$ cat src/rtl/sys_bus_ic_pkg.sv
// Shared definitions for the system-bus interconnect: FSM states, access
// control codes and the default address map of the reference system.
package sys_bus_ic_pkg;

    typedef enum logic [1:0] {
        ST_IDLE = 2'd0,
        ST_WAIT = 2'd1,
        ST_RESP = 2'd2
    } state_t;

    localparam logic [2:0] CTRL_NONE = 3'b000;

    localparam logic [63:0] ROM_BASE  = 64'h0000_0000;
    localparam logic [63:0] ROM_SIZE  = 64'h0000_4000;
    localparam logic [63:0] GPIO_BASE = 64'h4000_0000;
    localparam logic [63:0] GPIO_SIZE = 64'h0000_0010;
    localparam logic [63:0] UART_BASE = 64'h5000_0000;
    localparam logic [63:0] UART_SIZE = 64'h0000_0010;
    localparam logic [63:0] DRAM_BASE = 64'h8000_0000;
    localparam logic [63:0] DRAM_SIZE = 64'h0000_1000;

    function automatic logic ctrl_active(input logic [2:0] i_ctrl);
        return i_ctrl != CTRL_NONE;
    endfunction

endpackage

$ cat src/rtl/sys_bus_ic_decode.sv
// Address decoder: window match per slave plus lowest-index priority select.
module sys_bus_decode #(
    parameter int                          ADDR_W   = 64,
    parameter int                          N_SLV    = 4,
    parameter int                          SEL_W    = 2,
    parameter logic [N_SLV*ADDR_W-1:0]     SLV_BASE = '0,
    parameter logic [N_SLV*ADDR_W-1:0]     SLV_SIZE = '0
) (
    input  logic [ADDR_W-1:0] i_addr,
    output logic              o_hit,
    output logic [SEL_W-1:0]  o_sel
);

    always_comb begin
        o_hit = 1'b0;
        o_sel = '0;
        for (int unsigned k = 0; k < N_SLV; k++) begin
            // Extra MSB of the difference is the borrow: addr below base never hits.
            logic [ADDR_W:0] w_diff;
            w_diff = {1'b0, i_addr} - {1'b0, SLV_BASE[k*ADDR_W +: ADDR_W]};
            if (!o_hit && !w_diff[ADDR_W] &&
                (w_diff[ADDR_W-1:0] < SLV_SIZE[k*ADDR_W +: ADDR_W])) begin
                o_hit = 1'b1;
                o_sel = SEL_W'(k);
            end
        end
    end

endmodule

$ cat src/rtl/sys_bus_ic.sv
// Registered single-master to N_SLV-slave bus interconnect with wait states,
// slave timeout and error responses for unmapped or illegal accesses.
module sys_bus_ic
    import sys_bus_ic_pkg::*;
#(
    parameter int                      ADDR_W   = 64,
    parameter int                      DATA_W   = 64,
    parameter int                      N_SLV    = 4,
    parameter logic [N_SLV*ADDR_W-1:0] SLV_BASE = {N_SLV{64'h0}},
    parameter logic [N_SLV*ADDR_W-1:0] SLV_SIZE = {N_SLV{64'h1000}},
    parameter int                      TIMEOUT  = 16
) (
    input  logic                    clk,
    input  logic                    rst,
    input  logic                    m_req,
    input  logic [ADDR_W-1:0]       m_addr,
    input  logic [DATA_W-1:0]       m_wdata,
    input  logic [2:0]              m_rd_ctrl,
    input  logic [2:0]              m_wr_ctrl,
    output logic                    m_ready,
    output logic                    m_rvalid,
    output logic [DATA_W-1:0]       m_rdata,
    output logic                    m_err,
    output logic [N_SLV-1:0]        s_req,
    output logic [ADDR_W-1:0]       s_addr,
    output logic [DATA_W-1:0]       s_wdata,
    output logic [2:0]              s_rd_ctrl,
    output logic [2:0]              s_wr_ctrl,
    input  logic [N_SLV-1:0]        s_ack,
    input  logic [N_SLV*DATA_W-1:0] s_rdata
);

    localparam int SEL_W = (N_SLV > 1) ? $clog2(N_SLV) : 1;
    localparam int CNT_W = $clog2(TIMEOUT + 1);

    state_t              r_state, w_next;
    logic [SEL_W-1:0]    r_sel;
    logic [CNT_W-1:0]    r_cnt;
    logic                r_err;
    logic [DATA_W-1:0]   r_rdata;
    logic [N_SLV-1:0]    r_s_req;
    logic [ADDR_W-1:0]   r_addr;
    logic [DATA_W-1:0]   r_wdata;
    logic [2:0]          r_rd_ctrl;
    logic [2:0]          r_wr_ctrl;

    logic                w_hit;
    logic [SEL_W-1:0]    w_sel;
    logic                w_accept;
    logic                w_illegal;
    logic                w_ack;
    logic                w_timeout;
    logic [DATA_W-1:0]   w_slv_rdata;
    logic                w_ready;
    logic                w_rvalid;

    sys_bus_decode #(
        .ADDR_W   (ADDR_W),
        .N_SLV    (N_SLV),
        .SEL_W    (SEL_W),
        .SLV_BASE (SLV_BASE),
        .SLV_SIZE (SLV_SIZE)
    ) u_decode (
        .i_addr (m_addr),
        .o_hit  (w_hit),
        .o_sel  (w_sel)
    );

    assign w_accept  = m_req && (r_state == ST_IDLE) &&
                       (ctrl_active(m_rd_ctrl) || ctrl_active(m_wr_ctrl));
    assign w_illegal = ctrl_active(m_rd_ctrl) && ctrl_active(m_wr_ctrl);
    assign w_timeout = (r_cnt == CNT_W'(TIMEOUT - 1));

    // Only the selected slave's ack and data are looked at.
    always_comb begin
        w_ack       = 1'b0;
        w_slv_rdata = '0;
        for (int unsigned k = 0; k < N_SLV; k++) begin
            if (r_sel == SEL_W'(k)) begin
                w_ack       = s_ack[k];
                w_slv_rdata = s_rdata[k*DATA_W +: DATA_W];
            end
        end
    end

    always_ff @(posedge clk) begin
        if (rst) r_state <= ST_IDLE;
        else     r_state <= w_next;
    end

    always_comb begin
        w_next   = r_state;
        w_ready  = 1'b0;
        w_rvalid = 1'b0;
        case (r_state)
            ST_IDLE: begin
                w_ready = 1'b1;
                if (w_accept) w_next = (w_hit && !w_illegal) ? ST_WAIT : ST_RESP;
            end
            ST_WAIT: if (w_ack || w_timeout) w_next = ST_RESP;
            ST_RESP: begin
                w_rvalid = 1'b1;
                w_next   = ST_IDLE;
            end
            default: w_next = ST_IDLE;
        endcase
    end

    always_ff @(posedge clk) begin
        if (rst) begin
            r_sel     <= '0;
            r_cnt     <= '0;
            r_err     <= 1'b0;
            r_rdata   <= '0;
            r_s_req   <= '0;
            r_addr    <= '0;
            r_wdata   <= '0;
            r_rd_ctrl <= CTRL_NONE;
            r_wr_ctrl <= CTRL_NONE;
        end else begin
            case (r_state)
                ST_IDLE: if (w_accept) begin
                    r_addr    <= m_addr;
                    r_wdata   <= m_wdata;
                    r_rd_ctrl <= m_rd_ctrl;
                    r_wr_ctrl <= m_wr_ctrl;
                    r_cnt     <= '0;
                    if (w_hit && !w_illegal) begin
                        r_sel   <= w_sel;
                        r_s_req <= N_SLV'(1) << w_sel;
                    end else begin
                        r_err   <= 1'b1;
                        r_rdata <= '0;
                    end
                end
                ST_WAIT: begin
                    if (w_ack) begin
                        r_s_req <= '0;
                        r_err   <= 1'b0;
                        r_rdata <= ctrl_active(r_rd_ctrl) ? w_slv_rdata : '0;
                    end else if (w_timeout) begin
                        r_s_req <= '0;
                        r_err   <= 1'b1;
                        r_rdata <= '0;
                    end else begin
                        r_cnt   <= r_cnt + 1'b1;
                    end
                end
                default: ;
            endcase
        end
    end

    assign m_ready   = w_ready;
    assign m_rvalid  = w_rvalid;
    assign m_rdata   = r_rdata;
    assign m_err     = r_err;
    assign s_req     = r_s_req;
    assign s_addr    = r_addr;
    assign s_wdata   = r_wdata;
    assign s_rd_ctrl = r_rd_ctrl;
    assign s_wr_ctrl = r_wr_ctrl;

endmodule

$ cat config.mk
export PLATFORM = sky130hd
export DESIGN_NAME = sys_bus_ic
export DESIGN_NICKNAME = d
export VERILOG_FILES = /design/src/rtl/sys_bus_ic_pkg.sv /design/src/rtl/sys_bus_ic_decode.sv /design/src/rtl/sys_bus_ic.sv
export SDC_FILE = /design/constraint.sdc
export NUM_CORES = 1
export LEC_CHECK = 0
export CORE_AREA = 2 2 236 238
export DETAILED_ROUTE_END_ITERATION = 7
export DIE_AREA = 0 0 238 240
export DONT_BUFFER_PORTS = 1
export SYNTH_ARGS = -nofsm -noshare
export SYNTH_HDL_FRONTEND = slang
export SYNTH_HIERARCHICAL = 1
export SYNTH_SLANG_ARGS = --single-unit
$ cat constraint.sdc
create_clock -name clk -period 4.65 [get_ports clk]
set_clock_uncertainty 0.15 [all_clocks]
set_input_delay 0.6975 -clock clk [delete_from_list [all_inputs] [get_ports clk]]
set_output_delay 0.6975 -clock clk [all_outputs]
set_load 0.1 [all_outputs]
# Word level (Yosys, flattened, before mapping)
# Cells that the tools add are included.
# word_totals
latchBits,0
ramBits,0
mem_bits_ro,0
mem_count,0
register_bits,212
# op_classes
n_lt_le_gt_ge,1
div_mod_pow,0
n_mul,0
n_eq_ne,13
add_sub_neg,1
n_bitwise,0
n_reduce_logical,25
shifts,1
mux,41
# op_table
operator,count
64-bit two-way mux,9
64-bit case mux with 2 select lines,1
64-bit by 13-bit < comparator with 1-bit output (second input constant),1
4-bit two-way mux,4
1-bit two-way mux,15
5-bit two-way mux,3
4-bit AND reduction,3
2-bit two-way mux,5
2-bit inequality test (second input constant),5
5-bit case mux with 2 select lines,1
3-bit nonzero test,3
4-bit case mux with 2 select lines,1
1-bit logical AND,7
2-bit == test (second input constant),3
5-bit by 1-bit adder with 5-bit output (second input constant),1
5-bit by 4-bit == test with 1-bit output (second input constant),1
2-bit by 1-bit == test with 1-bit output (second input constant),2
1-bit zero test,4
2-bit zero test,2
2-bit case mux with 2 select lines,1
2-bit AND reduction,2
1-bit by 2-bit << shifter with 4-bit output (first input constant),1
3-bit inequality test (second input constant),1
3-bit AND reduction,1
4 further kinds,5

# Longest topological paths before layout
# Gate-level depths: netlist of the first run.
# depth
word_depth,15
ltp_mapped,8

# By module
# The synthesis of the first run kept the hierarchy.
# modules_own_cells
module,instances,area_per_inst_um2,cells_each
sys_bus_ic,1,8773.4,890
sys_bus_decode,1,140.1,21

# Worst setup path after synthesis of the first run
# OpenSTA, ideal clock, no wires.
# synth_path
kind,input -> register
start,input m_addr[55]
end,register r_rdata[10] (netlist: m_rdata[10])
cell_stages,8
required_time_ns,4.438
setup_slack_ns,1.784
setup_time_ns,0.062
arrival_time_ns,2.653
n_path_buf,1
cell_sequence,nor4_1 -> nand4_1 -> nor4_2 -> inv_1 -> maj3_2 -> a221oi_4 -> buf_6 -> a22o_1
# synth_between
elab_chain_len,14
# synth_rtl
item,line_no,rtl
"start, declared",sys_bus_ic.sv:16,"input logic [ADDR_W-1:0] m_addr,"
64-bit by 13-bit < comparator with 1-bit output (*),sys_bus_ic_decode.sv:22,(w_diff[ADDR_W-1:0] < SLV_SIZE[k*ADDR_W +: ADDR_W])) begin
1-bit two-way mux,sys_bus_ic_decode.sv:21,if (!o_hit && !w_diff[ADDR_W] &&
1-bit zero test,sys_bus_ic_decode.sv:21,
1-bit logical AND,sys_bus_ic_decode.sv:21,
1-bit two-way mux,sys_bus_ic_decode.sv:21,
1-bit zero test,sys_bus_ic_decode.sv:21,
1-bit logical AND,sys_bus_ic_decode.sv:21,
1-bit two-way mux,sys_bus_ic_decode.sv:21,
1-bit zero test,sys_bus_ic_decode.sv:21,
1-bit logical AND,sys_bus_ic_decode.sv:21,
1-bit two-way mux (*),sys_bus_ic_decode.sv:21,
via w_hit,sys_bus_ic.sv:47,logic w_hit;
1-bit logical AND (*),sys_bus_ic.sv:128,if (w_hit && !w_illegal) begin
2-bit inequality test (no line) (*),n/a,
4-bit AND reduction (no line) (*),n/a,
"end signal, assigned",sys_bus_ic.sv:140,r_rdata <= ctrl_active(r_rd_ctrl) ? w_slv_rdata : '0;
"end, declared",sys_bus_ic.sv:40,logic [DATA_W-1:0] r_rdata;
# The timed path passes the listed nets; every way through them passes the cells marked *.
# A chain may end at the register's enable or synchronous reset.

# Worst setup path in the final report of the first run
# layout_path
start,input m_addr[49]
end,register r_rdata[20] (netlist: m_rdata[20])
# The elaborated chain is that of the path after synthesis.

==> metrics, run 1 <==
status=completed; total grt overflow=0; synth unique cells=41; initial antenna violation count=33; Iteration-0 DRC Markers=361; Post-synth top flop=dfxtp_1; largest net degree at the start of global routing=152; crit share post-route=0.675; Routed WL per cell=25.6 um; core area=54,700 um^2; Resized cells post-CTS=0; area grow syn2layout=18.8%; Yosys warning count=6; layout cells sized above 1=0.149; Syn Area/Cell=9.78 um^2; Synth Cell Area=8910 um^2; Final Max Tran Viols=0; CTS Root Buffer Type=clkbuf_16; total wire length=41,700 um; Post-Place Cells=1,556; via count=7,374; vias in the first global route=7,184; pwr dens=458 nW/um^2; H-tree levels=1; Sink Count=212; Critical Path Max Stage Delay=0.57 ns; Switching Fraction=0.322; Post-CTS Hold Buffers=0; EDFF count, synth=0; Hold Slack=0.0491 ns; RSZ-0062 raised after global routing=false; slowest stage cell, crit path=nor4_1; global-route wire length before repair=53,800 um; Num CTS Buffers=26; Worst Path Required=5.00 ns; final instance area=10,600 um^2; Critical Path AT=3.49 ns; top cell type's share of synthesized area=0.476; CP Launch Type=primary input; utilization after layout=0.194; Leak=3.47 nW; max-cap violations=0; sequential share of the synthesized area=0.476; Post-DP HPWL=33,400 um; Reg clk slew, reported paths=0.06 ns; post-CTS setup buffers=0; CP Class=primary input to register; vias per cell=4.54; Horiz. Die Dim=238 um; drt drc=0; Hold Violations, Final=0; Setup TNS Final=0 ns; final setup fails=0; Crit Path Max Fanout=64; first-pass detailed-route iteration total=5; Worst-Margin Slew=1.16 ns; Post-DP Area=9650 um^2; CTS tree=yes; I/O Buffers=0; Yosys reg bits=212; critical-path cell list=nor4_1 > nand4_1 > nor4_2 > inv_1 > maj3_2 > a221oi_4 > buf_12 > a22o_1; commonest cells after routing, fill and taps aside=nand2_1, dfxtp_1, a21oi_1, mux4_2, a22o_1; aggregate global-route resource usage=0.133; Logic pwr share=0.053; Antenna Nets Post-Route=0; Worst-Skew Late Latency=0.57 ns; Finished Layout Cells=1,625; worst vdd ir=287 uV; Post-synth ARST share=0; Starting Density=0.163; Synth area leader=dfxtp_1; relative slew slack=0.224; most common cell after layout, fill and taps aside=nand2_1; I/O Pins=602; min Tclk post-route=3.14 ns; FP Rows=86; clk buf depth=3; nets@finish=1,279; P_sw=1.56 mW; Die H=240 um; Clk pwr share=0.444; sequential share of power=0.504; total die area=57,100 um^2; Max Clock Freq=318 MHz; Pint=3.29 mW; Post-Synthesis Cells=911; Worst setup EP type=register; worst hold-check path type=primary input to register; top cells by area, synth=dfxtp_1, mux4_2, nand2_1, a21oi_1, a22o_1; Routability Congestion=0.894
[flip-flops by register name, indices dropped and copies added, names as in the netlist]
signal,count
m_err,1
m_rdata,64
r_cnt,5
r_sel,2
r_state,2
s_addr,64
s_rd_ctrl,3
s_req,4
s_wdata,64
s_wr_ctrl,3
[logic make-up (layout without fill, tap and decap cells)]
group / after synthesis / count (layout) / synth area share
mux: 68 / 68 / 0.168
compound gates: 225 / 225 / 0.162
fa+ha+maj: 3 / 3 / 0.00407
flops: 212 / 212 / 0.476
buf+inv: 84 / 70 / 0.0423
xor+xnor: 2 / 2 / 0.00197
other cells: 1 / 25 / 0.000421
simple gates: 316 / 316 / 0.145
[per-layer routing]
| layer | track usage | routed length, um | vias up |
|---|---|---|---|
| met5 | 0 | 19 | - |
| met4 | 0.0830 | 2860 | 2 |
| met3 | 0.0548 | 4880 | 113 |
| met2 | 0.241 | 20900 | 546 |
| met1 | 0.125 | 13000 | 3493 |
| li1 | - | - | 3220 |
[final timing paths]
| check | start | endpoint | slack [ns] | cells after the start |
|---|---|---|---|---|
| setup / recovery | m_addr[49] | m_rdata[20]$_SDFFE_PP0P_ | 1.51 | 8 |
| hold / removal | rst | s_wdata[33]$_SDFFE_PP0P_ | 0.05 | 1 |
| setup reg to reg | r_sel[1]$_SDFFE_PP0P_ | m_rdata[3]$_SDFFE_PP0P_ | 1.90 | 5 |
| hold reg to reg | m_rdata[34]$_SDFFE_PP0P_ | m_rdata[34]$_SDFFE_PP0P_ | 0.34 | 1 |
[synthesized netlist by cell type (all sizes together) (5+ instances only)]
master,number
clkbuf,58
mux4,65
dfxtp,212
buf,19
nor4,15
inv,7
nor2,5
nand2,272
a22o,65
a21oi,139
[layout make-up]
| cell class | count | area [um^2] |
|---|---|---|
| Fill cell | 6006 | 44100 |
| Multi-Input combinational cell | 616 | 4330 |
| Sequential cell | 212 | 4250 |
| Tap cell | 704 | 881 |
| Clock buffer | 35 | 714 |
| Clock inverter | 11 | 173 |
| Timing Repair Buffer | 17 | 153 |
| Antenna cell | 23 | 57.6 |
| Inverter | 7 | 26.3 |
[worst max-delay path, delay by kind of cell]
kind / cells / cell delay, ns
fa+ha+maj: 1 / 0.37
simple gates: 3 / 1.43
compound gates: 2 / 0.55
buf+inv: 2 / 0.41
[per-stage QoR]
stage / setup slack (ns) / power, mW
2_1_floorplan: 1.78 / 2.68
3_3_place_gp: 0.858 / 2.73
3_5_place_dp: 0.847 / 2.74
4_1_cts: 1.42 / 4.93
5_1_grt: 1.28 / 5.04
6_report: 1.51 / 4.85
[power groups by stage]
| stage | Combinational [mW] | Clock [mW] | Sequential, mW |
|---|---|---|---|
| after CTS | 0.261 | 2.22 | 2.44 |
| final | 0.255 | 2.15 | 2.44 |
| after floorplan | 0.219 | 0 | 2.46 |
| after global routing | 0.285 | 2.31 | 2.45 |
| after detailed placement | 0.262 | 0 | 2.48 |
| after global placement | 0.251 | 0 | 2.48 |
(Power assumes the default switching activity.)
==> run 2: changes to the inputs <==
==> constraint.sdc (replaced) <==
create_clock -name clk -period 2.9 [get_ports clk]
set_clock_uncertainty 0.15 [all_clocks]
set_input_delay 0.435 -clock clk [delete_from_list [all_inputs] [get_ports clk]]
set_output_delay 0.435 -clock clk [all_outputs]
set_load 0.1 [all_outputs]
==> run 2 against run 1 <==
Against the previous run:
- routed wire length up 7.8%
- sequential share of layout area down 5.7 points
- cell count up 11%
- largest power group unchanged
- largest cell class unchanged
==> metrics, run 2 (synthesis gave the netlist of run 1 again) <==
status=completed; Logic pwr share=0.096 (+0.043); clk buf depth=3 (unchanged); critical-path cell list=nor4_1 > buf_4 > nand4_1 > nor4_2 > buf_4 > inv_1 > maj3_2 > a221oi_4 > buf_12 > a22o_1; Post-DP HPWL=33,500 um (+0.30%); layout cells sized above 1=0.169 (+0.0202); relative slew slack=0.298 (+0.0740); FP Rows=86 (unchanged); first-pass detailed-route iteration total=7 (+2); largest net degree at the start of global routing=141 (-7.2%); via count=8,302 (+13%); Critical Path AT=3.04 ns (-0.45 ns); total wire length=44,900 um (+7.8%); Max Clock Freq=374 MHz; CTS tree=yes; Reg clk slew, reported paths=0.06 ns (about the same); Sink Count=212 (unchanged); Worst Slack Setup Final=0.224 ns (-1.29 ns); total power=8.06 mW (+66%); Final Max Tran Viols=0 (unchanged); Worst-Margin Slew=1.05 ns (-0.111 ns); setup slack, reg-to-reg=0.26 ns (-1.64 ns); Routability Congestion=0.906 (+1.3%); Crit path top cell by count=buf_4; Horiz. Die Dim=238 um (unchanged); Switching Fraction=0.331 (+0.00858); total die area=57,100 um^2 (unchanged); vias in the first global route=8,176 (+14%); initial antenna violation count=37 (+12%); vias per cell=4.59 (+1.1%); Worst Path Buf+Inv=4 (+2); global-route wire length before repair=59,600 um (+11%); worst vdd ir=450 uV (+57%); crit share post-route=0.923; Clk pwr share=0.434 (-0.010); CTS Root Buffer Type=clkbuf_16; Num CTS Buffers=27 (+3.8%); most common cell after layout, fill and taps aside=nand2_1; drt drc=0 (unchanged); sequential share of power=0.470 (-0.034); CP Launch Type=primary input; max-cap violations=0 (unchanged); Fillers=5,773 (-3.9%); slowest stage cell, crit path=nor4_1; Antenna Nets Post-Route=0 (unchanged); min Tclk post-route=2.68 ns; core area=54,700 um^2 (unchanged); Starting Density=0.163 (unchanged); worst hold-check path type=primary input to register; RSZ-0062 raised after global routing=false; H-tree levels=1 (unchanged); aggregate global-route resource usage=0.146 (+0.0129); Crit Path Max Fanout=58 (-9.4%); Worst setup EP type=register; Critical Path Max Stage Delay=0.41 ns (-0.16 ns); I/O Buffers=0 (unchanged); final setup fails=0 (unchanged); Placement Setup Slack=-0.200 ns (-1.05 ns); Hold Slack=0.0398 ns (-0.00925 ns); Pint=5.39 mW (+64%); Setup TNS Final=0 ns (unchanged); post-CTS setup buffers=0 (unchanged); commonest cells after routing, fill and taps aside=nand2_1, dfxtp_1, a21oi_1, dlygate4sd3_1; area grow syn2layout=38.6%; pwr dens=652 nW/um^2 (+42%); utilization after layout=0.226 (+0.0322); nets@finish=1,460 (+14%); Die H=240 um (unchanged); Worst-Skew Late Latency=0.59 ns (+0.02 ns); I/O Pins=602 (unchanged); CP Class=primary input to register; Routed WL per cell=24.8 um (-3.1%); Worst Path Required=3.26 ns (-1.74 ns); Hold Violations, Final=0 (unchanged); total grt overflow=0 (unchanged); crit-path leading delay family=simple AND/OR/NAND/NOR gates; Iteration-0 DRC Markers=567 (+57%); Leak=4.31 nW (+24%); P_sw=2.67 mW (+71%)
## run 2: changes by cell type in the layout (fill, tap and decap cells not counted), moves of 3 or more
cell / change
clkinv_2: -3
buf_4: +43
clkbuf_8: +3
clkinvlp_4: +3
dlygate4sd3_1: +134
## run 2: through the flow
stage          instance area [um^2]  std cells
3_3_place_gp                  10000       1601
5_1_grt                       12300       1799
2_1_floorplan                  8920        912
6_report                      12400       1809
3_5_place_dp                  10000       1601
4_1_cts                       12300       1784
## run 2: layout make-up
class,instances,area [um^2],share of cell area
multi-input cells,616,4330,0.351
repair buffers,197,1880,0.153
well taps,704,881,0.0713
clock buffers,38,777,0.0629
inverters,7,26.3,0.00213
diodes,25,62.6,0.00506
clock inverters,10,135,0.0109
flip-flops and latches,212,4250,0.344
## run 2: worst reg2reg max path, stage by stage, from the launching register on
cell and delay, ns:
dfxtp_1 0.37, ha_1 0.20, and3_1 0.16, ha_1 0.19, nor2b_1 0.08, a22oi_1 0.65, a221oi_4 0.16, buf_12 0.25
a22o_1 0.30
## run 2: metal layers
| layer | vias to the layer above | GRT usage | share of wire |
|---|---|---|---|
| met1 | 3902 | 0.140 | 0.32 |
| met2 | 660 | 0.259 | 0.50 |
| met4 | 6 | 0.0989 | 0.063 |
| met3 | 140 | 0.0580 | 0.11 |
| met5 | - | 0 | 0.0010 |
| li1 | 3594 | - | - |
## run 2: worst paths after layout
kind	depth (start not counted)	startpoint	endpoint
worst max-delay path	10	m_addr[49]	m_rdata[13]$_SDFFE_PP0P_
worst min-delay path	2	s_rdata[40]	m_rdata[40]$_SDFFE_PP0P_
worst max register to register	8	r_cnt[0]$_SDFFE_PP0P_	m_rdata[13]$_SDFFE_PP0P_
worst min register to register	2	s_addr[16]$_SDFFE_PP0P_	s_addr[16]$_SDFFE_PP0P_
## run 2: power groups by stage
stage               combinational, mW  clock (mW)  sequential (mW)
floorplan                       0.351           0             3.94
global placement                0.570           0             3.84
detailed placement              0.585           0             3.84
CTS                             0.767        3.59             3.78
global route                    0.829        3.69             3.79
finish                          0.773        3.50             3.79
## run 2: repair_timing
action / CTS / global route
hold endpoints to repair: 146 / 0
resized for setup: 0 / 0
hold buffers: 135 / 0
==> run 3: changes to the inputs <==
--- a/config.mk
+++ b/config.mk
@@ -9,6 +9,7 @@
 export DETAILED_ROUTE_END_ITERATION = 7
 export DIE_AREA = 0 0 238 240
 export DONT_BUFFER_PORTS = 1
+export GPL_TIMING_DRIVEN = 0
 export SYNTH_ARGS = -nofsm -noshare
 export SYNTH_HDL_FRONTEND = slang
 export SYNTH_HIERARCHICAL = 1
==> run 3 against run 2 <==
Against the previous run:
- utilization fell by 0.33 points
- flip-flop and latch count stayed put
- largest cell class unchanged
- sequential power rose by 4%
- die area did not move
- design area shrank 1.5%
- global-route usage up 1.5 points
- count of clock-buffer cells in the layout shrank 3
- cell count up 0.66%
- routed wire length increased by 10%
==> metrics, run 3 (synthesis gave the netlist of run 1 again) <==
Iteration-0 DRC Markers=352 (-38%); RR Endpoint=m_rdata[12]$_SDFFE_PP0P_; CP Launch Type=primary input; slowest stage cell, crit path=nor4_1; I/O Pins=602 (unchanged); Switching Fraction=0.329 (-0.00166); total power=7.98 mW (-1.0%); Post-Place Cells=1,617 (+1.0%); clk buf depth=3 (unchanged); Hold Violations, Final=0 (unchanged); CP Class=primary input to register; Setup TNS Final=0 ns (unchanged); Routed WL per cell=27.2 um (+9.6%); crit-path leading delay family=simple AND/OR/NAND/NOR gates; Reg2Reg Launch Point=s_rd_ctrl[2]$_SDFFE_PP0P_; Pint=5.35 mW (-0.76%); Post-DP Area=9820 um^2 (-1.8%); core area=54,700 um^2 (unchanged); setup slack, reg-to-reg=0.09 ns (-0.17 ns); aggregate global-route resource usage=0.161 (+0.0147); Die H=240 um (unchanged); Post-DP HPWL=39,700 um (+18%); sequential share of power=0.492 (+0.022); Clk pwr share=0.423 (-0.011); total grt overflow=0 (unchanged); via count=8,535 (+2.8%); Worst Path Buf+Inv=3 (-1); Worst Slack Setup Final=0.0533 ns (-0.170 ns); Starting Density=0.163 (unchanged); Reg clk slew, reported paths=0.06 ns (about the same); nets@finish=1,477 (+1.2%); crit share post-route=0.982 (+0.0587); Placement Setup Slack=-1.52 ns (-1.32 ns); CP endpoint=m_rdata[41]$_SDFFE_PP0P_; Critical Path AT=3.20 ns (+0.16 ns); Worst-Skew Late Latency=0.56 ns (-0.03 ns); FP Rows=86 (unchanged); Antenna Nets Post-Route=0 (unchanged); I/O Buffers=0 (unchanged); commonest cells after routing, fill and taps aside=nand2_1, dfxtp_1, a21oi_1, dlygate4sd3_1; Logic pwr share=0.084 (-0.012); Worst Reg2Reg Path Length in Cells=5 (-3); relative slew slack=0.114 (-0.183); Final Max Tran Viols=0 (unchanged); Worst setup EP type=register; largest net degree at the start of global routing=13 (-91%); Worst Path Required=3.25 ns (about the same); RSZ-0062 raised after global routing=false; pwr dens=656 nW/um^2 (+0.47%); Worst-Margin Slew=1.33 ns (+0.275 ns); final instance area=12,200 um^2 (-1.5%); first-pass detailed-route iteration total=5 (-2); min-delay src=s_rdata[5]; CTS tree=yes; Num CTS Buffers=27 (unchanged); drt drc=0 (unchanged); P_sw=2.63 mW (-1.5%); most common cell after layout, fill and taps aside=nand2_1; worst hold-check path type=primary input to register; Critical Path Max Stage Delay=0.63 ns (+0.22 ns); min Tclk post-route=2.85 ns (+0.170 ns); global-route wire length before repair=64,300 um (+7.8%); CP startpoint=m_addr[49]; CTS Root Buffer Type=clkbuf_16; Max Clock Freq=351 MHz (-6.0%); vias per cell=4.69 (+2.1%); Finished Layout Cells=1,821 (+0.66%); area grow syn2layout=36.5%; total wire length=49,600 um (+10%); Sink Count=212 (unchanged); Horiz. Die Dim=238 um (unchanged); Crit Path Max Fanout=10 (-83%); Leak=4.11 nW (-4.7%); max-cap violations=0 (unchanged); status=completed; total die area=57,100 um^2 (unchanged); vias in the first global route=8,413 (+2.9%); worst vdd ir=438 uV (-2.7%); utilization after layout=0.223 (-0.00332); Hold Slack=0.0617 ns (+0.0218 ns); Routability Congestion=1.01 (+12%); critical-path cell list=nor4_1 > nand4_1 > nor4_4 > inv_1 > maj3_2 > a221oi_4 > buf_12 > buf_6 > a22o_1; critical path depth=9 (-1); final setup fails=0 (unchanged); initial antenna violation count=35 (-5.4%); H-tree levels=1 (unchanged); layout cells sized above 1=0.127 (-0.0425)
## run 3: worst min path at each step
stage / to / slack (ns) / cells after the start
floorplan: r_cnt[3]$_SDFFE_PP0P_ / 0.30 / 2
global route: m_rdata[15]$_SDFFE_PP0P_ / 0.05 / 2
detailed placement: r_cnt[2]$_SDFFE_PP0P_ / 0.33 / 2
finish: m_rdata[5]$_SDFFE_PP0P_ / 0.06 / 2
CTS: m_rdata[22]$_SDFFE_PP0P_ / 0.03 / 2
global placement: r_cnt[3]$_SDFFE_PP0P_ / 0.31 / 2
## run 3: worst register-to-register path: stages (launching register included)
cell and delay (ns):
dfxtp_1 1.01, nor3_1 0.28, nor3_2 0.39, buf_6 0.23, clkbuf_1 0.47, a22o_1 0.22
## run 3: layout make-up
cell class	instances	area, um^2
timing repair buffer	137	1380
clock inverter	11	151
clock buffer	35	726
tap	704	881
buffer	77	355
antenna	22	55.1
fill	5876	42500
multi-input combinational	616	4350
inverter	7	26.3
sequential	212	4240
## run 3: routing by layer
metal,vias to the layer above,global-route usage,routed length [um]
li1,3636,-,-
met1,4103,0.148,15500
met2,636,0.296,25300
met3,158,0.0560,5290
met4,2,0.112,3430
met5,-,0,17
## run 3: what timing repair did
item | in CTS | in global routing
hold buffers | 134 | 0
cloned | 0 | 0
buffers inserted | 2 | 0
hold endpoints to repair | 134 | 0
resized for setup | 6 | 10
setup endpoints to repair | 176 | 19
pin swaps | 1 | 0
## run 3: power by group through the flow
stage                     Sequential, mW  Clock (mW)  Combinational, mW
after floorplan                     3.94           0              0.351
final                               3.93        3.38              0.671
after global placement              3.98           0              0.487
after CTS                           3.93        3.47              0.664
after global routing                3.94        3.58              0.723
after detailed placement            3.98           0              0.503
